$ cat src/rtl/regfile_wb_arbiter.sv
// rtl/regfile_wb_arbiter.sv - round-robin arbiter sharing the register file write port
//
// Shares the single register-file write port among NUM_REQ writeback sources.
// Fair round-robin grant, valid/ready handshake per source, one registered
// write stage, and a decoded pending-write mask for forwarding/stall logic.
//
// Optional feature: define WB_ARB_STATS_EN to add the grant_cnt/stall_cnt
// statistics outputs (arbitration and write timing are unchanged).
//
// Ports:
//   clk            in   clock
//   reset          in   asynchronous, active-high reset
//   req_valid      in   [NUM_REQ]         requester i has a write pending
//   req_reg        in   [NUM_REQ*REG_AW]  target reg of requester i
//   req_data       in   [NUM_REQ*DATA_W]  write data of requester i
//   req_ready      out  [NUM_REQ]         one-hot grant
//   wb_stall       in   suppress new grants this cycle
//   rf_write_en    out  registered regfile write enable
//   rf_write_reg   out  registered regfile write index
//   rf_write_value out  registered regfile write data
//   pending_mask   out  [2**REG_AW]       reg r held in the write stage
//   grant_cnt      out  [NUM_REQ*16]      (WB_ARB_STATS_EN) saturating grants per requester
//   stall_cnt      out  [16]              (WB_ARB_STATS_EN) saturating starved cycles

module regfile_wb_arbiter #(
  parameter int NUM_REQ = 3,
  parameter int DATA_W  = 8,
  parameter int REG_AW  = 2
) (
  input  logic                        clk,
  input  logic                        reset,
  input  logic [NUM_REQ-1:0]          req_valid,
  input  logic [NUM_REQ*REG_AW-1:0]   req_reg,
  input  logic [NUM_REQ*DATA_W-1:0]   req_data,
  output logic [NUM_REQ-1:0]          req_ready,
  input  logic                        wb_stall,
  output logic                        rf_write_en,
  output logic [REG_AW-1:0]           rf_write_reg,
  output logic [DATA_W-1:0]           rf_write_value,
  output logic [2**REG_AW-1:0]        pending_mask
`ifdef WB_ARB_STATS_EN
  ,
  output logic [NUM_REQ*16-1:0]       grant_cnt,
  output logic [15:0]                 stall_cnt
`endif
);

  localparam int PTR_W = $clog2(NUM_REQ);
  localparam logic [PTR_W:0]   NUM_REQ_W = (PTR_W+1)'(NUM_REQ);
  localparam logic [PTR_W-1:0] LAST_IDX  = PTR_W'(NUM_REQ - 1);

  logic [PTR_W-1:0]  rr_ptr;
  logic [PTR_W-1:0]  grant_idx;
  logic              grant_found;
  logic              handshake;
  logic [PTR_W:0]    cand;
  logic [REG_AW-1:0] sel_reg;
  logic [DATA_W-1:0] sel_data;

  // Search from rr_ptr upward with wrap; one extra bit in cand holds the
  // unwrapped sum so the wrap is a single conditional subtract.
  always_comb begin
    grant_found = 1'b0;
    grant_idx   = '0;
    cand        = '0;
    for (int k = 0; k < NUM_REQ; k++) begin
      cand = {1'b0, rr_ptr} + (PTR_W+1)'(k);
      if (cand >= NUM_REQ_W) cand = cand - NUM_REQ_W;
      if (!grant_found && req_valid[cand[PTR_W-1:0]]) begin
        grant_found = 1'b1;
        grant_idx   = cand[PTR_W-1:0];
      end
    end
  end

  // Grants are withheld while reset is high so no requester sees a handshake.
  assign handshake = grant_found & ~wb_stall & ~reset;
  assign req_ready = handshake ? (NUM_REQ'(1) << grant_idx) : '0;

  always_comb begin
    sel_reg  = '0;
    sel_data = '0;
    for (int i = 0; i < NUM_REQ; i++) begin
      if (grant_idx == PTR_W'(i)) begin
        sel_reg  = req_reg[i*REG_AW +: REG_AW];
        sel_data = req_data[i*DATA_W +: DATA_W];
      end
    end
  end

  always_ff @(posedge clk or posedge reset) begin
    if (reset) begin
      rr_ptr <= '0;
    end else if (handshake) begin
      rr_ptr <= (grant_idx == LAST_IDX) ? '0 : grant_idx + PTR_W'(1);
    end
  end

  // Write stage: reg/value hold when idle so the regfile sees stable inputs.
  always_ff @(posedge clk or posedge reset) begin
    if (reset) begin
      rf_write_en    <= 1'b0;
      rf_write_reg   <= '0;
      rf_write_value <= '0;
    end else begin
      rf_write_en <= handshake;
      if (handshake) begin
        rf_write_reg   <= sel_reg;
        rf_write_value <= sel_data;
      end
    end
  end

  always_comb begin
    pending_mask = '0;
    if (rf_write_en) pending_mask[rf_write_reg] = 1'b1;
  end

`ifdef WB_ARB_STATS_EN
  always_ff @(posedge clk or posedge reset) begin
    if (reset) begin
      grant_cnt <= '0;
      stall_cnt <= '0;
    end else begin
      for (int i = 0; i < NUM_REQ; i++) begin
        if (handshake && grant_idx == PTR_W'(i) && grant_cnt[i*16 +: 16] != 16'hFFFF)
          grant_cnt[i*16 +: 16] <= grant_cnt[i*16 +: 16] + 16'd1;
      end
      if (|req_valid && !handshake && stall_cnt != 16'hFFFF)
        stall_cnt <= stall_cnt + 16'd1;
    end
  end
`else
  // Statistics disabled: no counters are built.
`endif

endmodule

$ cat config.mk
export PLATFORM = sky130hd
export DESIGN_NAME = regfile_wb_arbiter
export DESIGN_NICKNAME = d
export VERILOG_FILES = /design/src/rtl/regfile_wb_arbiter.sv
export SDC_FILE = /design/constraint.sdc
export NUM_CORES = 1
export LEC_CHECK = 0
export CORE_MARGIN = 5
export CORE_UTILIZATION = 40
export CTS_CLUSTER_SIZE = 24
export DETAILED_ROUTE_END_ITERATION = 16
export PLACE_DENSITY = 0.84
export SLEW_MARGIN = 5
export SYNTH_ARGS = -nofsm -noshare
export SYNTH_HDL_FRONTEND = slang
export SYNTH_SLANG_ARGS = --single-unit
$ cat constraint.sdc
create_clock -name clk -period 3.55 [get_ports clk]
set_input_delay 0.8875 -clock clk [delete_from_list [all_inputs] [get_ports clk]]
set_output_delay 0.8875 -clock clk [all_outputs]
set_load 0.01 [all_outputs]
# After elaboration in Yosys (flattened, before gate mapping)
# Index checks and enable logic that the tools add are counted.
classes:
  addsub: 6
  n_lt_le_gt_ge: 8
  n_eq_ne: 2
  shifts: 1
  muxes: 26
  bitwise_logic: 4
  n_reduce_logical: 6
op_table:
  columns: ["cell", "n"]
  rows:
  - ["8-bit 2-to-1 mux", 3]
  - ["2-bit 2-to-1 mux", 10]
  - ["2-bit by 3-bit less-than comparator with 1-bit output, second input constant", 4]
  - ["1-bit 2-to-1 mux", 7]
  - ["1-bit binary-select mux with 2-bit select", 3]
  - ["3-bit by 2-bit >= comparator with 1-bit output, second input constant", 2]
  - ["2-bit subtractor, second input constant", 3]
  - ["4-bit 2-to-1 mux", 1]
  - ["2-bit by 1-bit adder with 3-bit output, second input constant", 1]
  - ["2-bit by 2-bit adder with 3-bit output, second input constant", 1]
  - ["1-bit logical AND", 3]
  - ["3-bit 2-to-1 mux", 1]
  - ["1-bit by 2-bit left shift with 3-bit output, first input constant", 1]
  - ["2-bit by 1-bit adder with 2-bit output, second input constant", 1]
  - ["1-bit bitwise AND", 2]
  - ["1-bit demux with 2-bit select", 1]
  - ["2-bit by 1-bit equality test with 1-bit output, second input constant", 1]
  - ["2-bit equality test, second input constant", 1]
  - ["2-bit by 1-bit >= comparator with 1-bit output, second input constant", 1]
  - ["2-bit >= comparator, second input constant", 1]
  - ["1-bit zero test", 2]
  - ["2-bit zero test", 1]
  - ["1-bit inverter", 2]
totals:
  ff_bits: 13
  in_bits: 36
  output_inout_bits: 18
  wordCells: 57

# Logic depth before layout (Yosys ltp)
depth:
  word_depth: 15
  ltp_mapped: 10
  depth_no_buf: 9

# Worst setup path after synthesis
# OpenSTA, ideal clock, no wires.
synth_path:
  path_type: "input port to output port"
  from: "in req_valid[0]"
  to: "out req_ready[0]"
  arrival_time_ns: 2.004
  required_ns: 2.663
  slack_ns: 0.658
  stages: 6
  path_buffers: 1
  path_cell_list: "nor2b_1 a21oi_1 mux2_2 a211o_1 buf_6 nor3b_2"
synth_between:
  elab_chain_len: 12
  elab_cells_between_ends: 20
  cone_classes: "shift: 1; mux: 13; bitwise: 2; reduce/logical: 4"
synth_lines:
  columns: ["element", "line_no", "source"]
  rows:
  - ["start: declaration", "32", "input logic [NUM_REQ-1:0] req_valid,"]
  - ["1-bit binary-select mux with 2-bit select", "69", "if (!grant_found && req_valid[cand[PTR_W-1:0]]) begin"]
  - ["1-bit 2-to-1 mux (not written as such)", "69", null]
  - ["1-bit 2-to-1 mux", "69", null]
  - ["1-bit zero test", "69", null]
  - ["1-bit logical AND", "69", null]
  - ["1-bit 2-to-1 mux", "69", null]
  - ["1-bit zero test", "69", null]
  - ["1-bit logical AND", "69", null]
  - ["1-bit 2-to-1 mux", "69", null]
  - ["1-bit bitwise AND (2 in series)", "77", "assign handshake = grant_found & ~wb_stall & ~reset;"]
  - ["3-bit 2-to-1 mux *", "78", "assign req_ready = handshake ? (NUM_REQ'(1) << grant_idx) : '0;"]
  - ["end: declaration", "35", "output logic [NUM_REQ-1:0] req_ready,"]
# Mark *: on every way between the ends. The rest lies on a longest branch, timed or not. The select of a mux whose other input is x is not followed.

# Final worst setup path
layout_path:
  from: "in req_valid[2]"
  to: "out req_ready[2]"
layout_between:
  elab_chain_len: 12
  elab_cells_between_ends: 20
  cone_classes: "shift: 1; mux: 13; bitwise: 2; reduce/logical: 4"
layout_lines:
  columns: ["element", "line_no", "source"]
  rows:
  - ["1-bit binary-select mux with 2-bit select", "69", null]
  - ["1-bit 2-to-1 mux (not written as such)", "69", null]
  - ["1-bit 2-to-1 mux", "69", null]
  - ["1-bit zero test", "69", null]
  - ["1-bit logical AND", "69", null]
  - ["1-bit 2-to-1 mux", "69", null]
  - ["1-bit zero test", "69", null]
  - ["1-bit logical AND", "69", null]
  - ["1-bit 2-to-1 mux *", "69", null]
  - ["1-bit bitwise AND * (2 in series)", "77", null]
  - ["net handshake", "55", "logic handshake;"]
  - ["3-bit 2-to-1 mux *", "78", null]
# Mark *: on every way through the listed nets, which the timed path passes. The rest lies on a longest branch. The select of a mux whose other input is x is not followed.

==> flow_metrics.tcl <==
set metrics [dict create \
    port_buffers 53 \
    ys_top_cells_by_area "dfrtp_1 35%, mux2i_1 12%, ha_1 5.3%, mux2_2 4.8%, nand2_1 4.8%" \
    total_power_mw 1.09 \
    cts_hold_buffers 0 \
    p_leak_nw 0.748 \
    cts_tree "done" \
    pwr-share-clk 0.091 \
    nNetsFinal 205 \
    antenna_found_initial 0 \
    p_seq_frac 0.243 \
    finalSetupViolations 0 \
    peakVddDrop_mv 0.520 \
    overflow 0 \
    grt_pass1_wl_um 4590 \
    worst-endpoint-arrival_ps 2560 \
    worst_slew_pin_slew_ps 522 \
    fin_crit_sh 0.971 \
    fp-row-count 17 \
    p_sw_frac 0.392 \
    grt_max_degree 14 \
    h-tree-depth 1 \
    coreArea_um2 2230 \
    syn-num-nets 138 \
    numCtsBuffers 3 \
    fin_skew_ps 9.24 \
    netlist_area_um2 936 \
    syn_to_final_growth_pct 73.1 \
    grt_usage 0.173 \
    maxCapViolCount 0 \
    insertedDiodeCount 0 \
    vias 983 \
    synth_top_area_share 0.348 \
    drt_wl_total_um 2900 \
    whs_ps 489 \
    dr.pass1.iters 4 \
    period_needed_ps 3450 \
    drive_gt1_frac 0.195 \
    die_h_um 58.4 \
    power-per-cell-area_nw_per_um2 671 \
    min_path_type "register to register" \
    start_util 0.419 \
    pwr-share-comb 0.666 \
    synth_seq_area_share 0.348 \
    post_drt_via_cell_ratio 5.12 \
    syn_area_per_cell_um2 9.55 \
    synth.largest_area_cell "dfrtp_1" \
    cts_sinks 13 \
    start_kind "primary input" \
    cts_root_buffer "clkbuf_4" \
    drtIter0Drc 18 \
    crit_type "primary input to primary output" \
    dp_hpwl_um 2380 \
    postRouteAntennaNets 0 \
    drc 0 \
    max_slew_margin 0.652 \
    slew_viol_final 0 \
    routedWlPerCell_um 15.1 \
    ys_types 33 \
    rsz0062_at_grt "false" \
    p_int_uw 661 \
    first_global_vias 1014 \
    critical_path.max_fanout 6 \
    largest_reg_flops 8 \
    netSwitchingPower_uw 427 \
    cts_buffer_depth 2 \
    max_freq_ghz 0.290 \
    clk_latency_ps 290 \
    ys_ff_latch 13 \
    yosysWarnings 0 \
    cts.clk_slew.worst_paths_ps 80 \
    place_congestion 0.728 \
    die_w_um 58.4 \
    required_ps 2660 \
    crit_path_end_kind "primary output" \
    dieArea_um2 3410 \
    final_hold_viol_count 0 \
    utilization 0.725 \
    syn-instance-count 98 \
    io_pins 54 \
    status "finished, final reports clean" \
]
[cells by family after synthesis]
| group | synth area share |
|---|---|
| AO/OA/AOI/OAI | 0.155 |
| AND/OR/NAND/NOR | 0.226 |
| flip-flops | 0.348 |
| adder cells (fa/ha/maj) | 0.0535 |
| multiplexers | 0.166 |
| buffers and inverters | 0.0521 |
[synthesized netlist by cell type, drive strengths merged]
| cell type | number |
|---|---|
| nor3 | 1 |
| nand2b | 3 |
| a21oi | 3 |
| nor2b | 4 |
| and2 | 1 |
| o211ai | 6 |
| nand2 | 12 |
| o21ai | 4 |
| a21o | 3 |
| o221a | 1 |
| mux2 | 4 |
| mux2i | 11 |
| buf | 4 |
| and3b | 1 |
| a31oi | 1 |
| clkinv | 1 |
| or3b | 1 |
| nand3 | 6 |
| nand3b | 1 |
| ha | 4 |
| nor3b | 3 |
| dfrtp | 13 |
| a22oi | 1 |
| nor2 | 4 |
| a211o | 1 |
| and3 | 1 |
| inv | 3 |
[placed cells by master, fill, tap and decap left out, types with 2 or more instances in the layout]
cell type and instances:
nor2b_1 3, clkdlybuf4s15_2 2, ha_1 4, nor3b_1 2, clkdlybuf4s50_1 48, o21ai_0 2, a21o_1 3, a21oi_1 2
nand2b_1 2, nand2_1 12, nor2_1 3, mux2i_1 11, inv_1 3, buf_4 13, o21ai_1 2, nand3_1 6
clkbuf_4 3, mux2_2 4, o211ai_1 6, dfrtp_1 13
[final timing paths]
kind	startpoint	slack [ps]	to	depth (start not counted)
min in group asynchronous	reset	970	rf_write_value[2]$_DFFE_PP0P_	2
min	rf_write_value[5]$_DFFE_PP0P_	490	rf_write_value[5]$_DFFE_PP0P_	2
min reg2reg	rf_write_value[5]$_DFFE_PP0P_	490	rf_write_value[5]$_DFFE_PP0P_	2
max	req_valid[2]	100	req_ready[2]	7
max in group asynchronous	reset	2220	rf_write_value[5]$_DFFE_PP0P_	2
max reg2reg	rr_ptr[0]$_DFFE_PP0P_	1070	rf_write_value[6]$_DFFE_PP0P_	9
[what timing repair did]
action                                  in CTS  in global routing
endpoints found under the setup margin       3                  3
resized for setup                           17                  1
hold endpoints to repair                     0                  0
pin swaps                                    2                  0
buffers inserted                             1                  0
[metal layers]
layer / vias to the layer above / share of wire / GRT usage
li1: 485 / - / -
met2: 31 / 0.54 / 0.329
met4: 0 / 0.016 / 0.0563
met5: - / 0 / 0
met1: 461 / 0.39 / 0.194
met3: 6 / 0.058 / 0.0285
[per-stage QoR]
step                instance area [um2]  std cells  setup WS [ps]  setup TNS [ps]
finish                             1620        192            104               0
global route                       1620        192           28.6               0
CTS                                1620        192           14.0               0
detailed placement                 1560        187           -569           -1480
global placement                   1560        187           -380            -987
floorplan                           936         98            658               0
[final cells by class]
type	instances	area, um2
sequential	13	325
fill	168	613
clock buffer	4	26.3
timing repair buffer	66	627
tap	28	35.0
multi-input combinational	77	587
inverter	4	20.0
[power by group through the flow]
stage               Combinational (mW)  Sequential (mW)  Clock (mW)
floorplan                        0.368            0.287           0
global placement                 0.683            0.261           0
detailed placement               0.707            0.267           0
CTS                              0.729            0.264      0.0998
global route                     0.782            0.274       0.109
finish                           0.725            0.264      0.0991
[critical path, stage by stage]
cell,delay [ps]
clkdlybuf4s50_1,510
nand2b_1,90
mux2_2,280
a211o_4,390
clkinv_4,60
and2_1,110
clkdlybuf4s15_2,230
(Power assumes the default switching activity.)
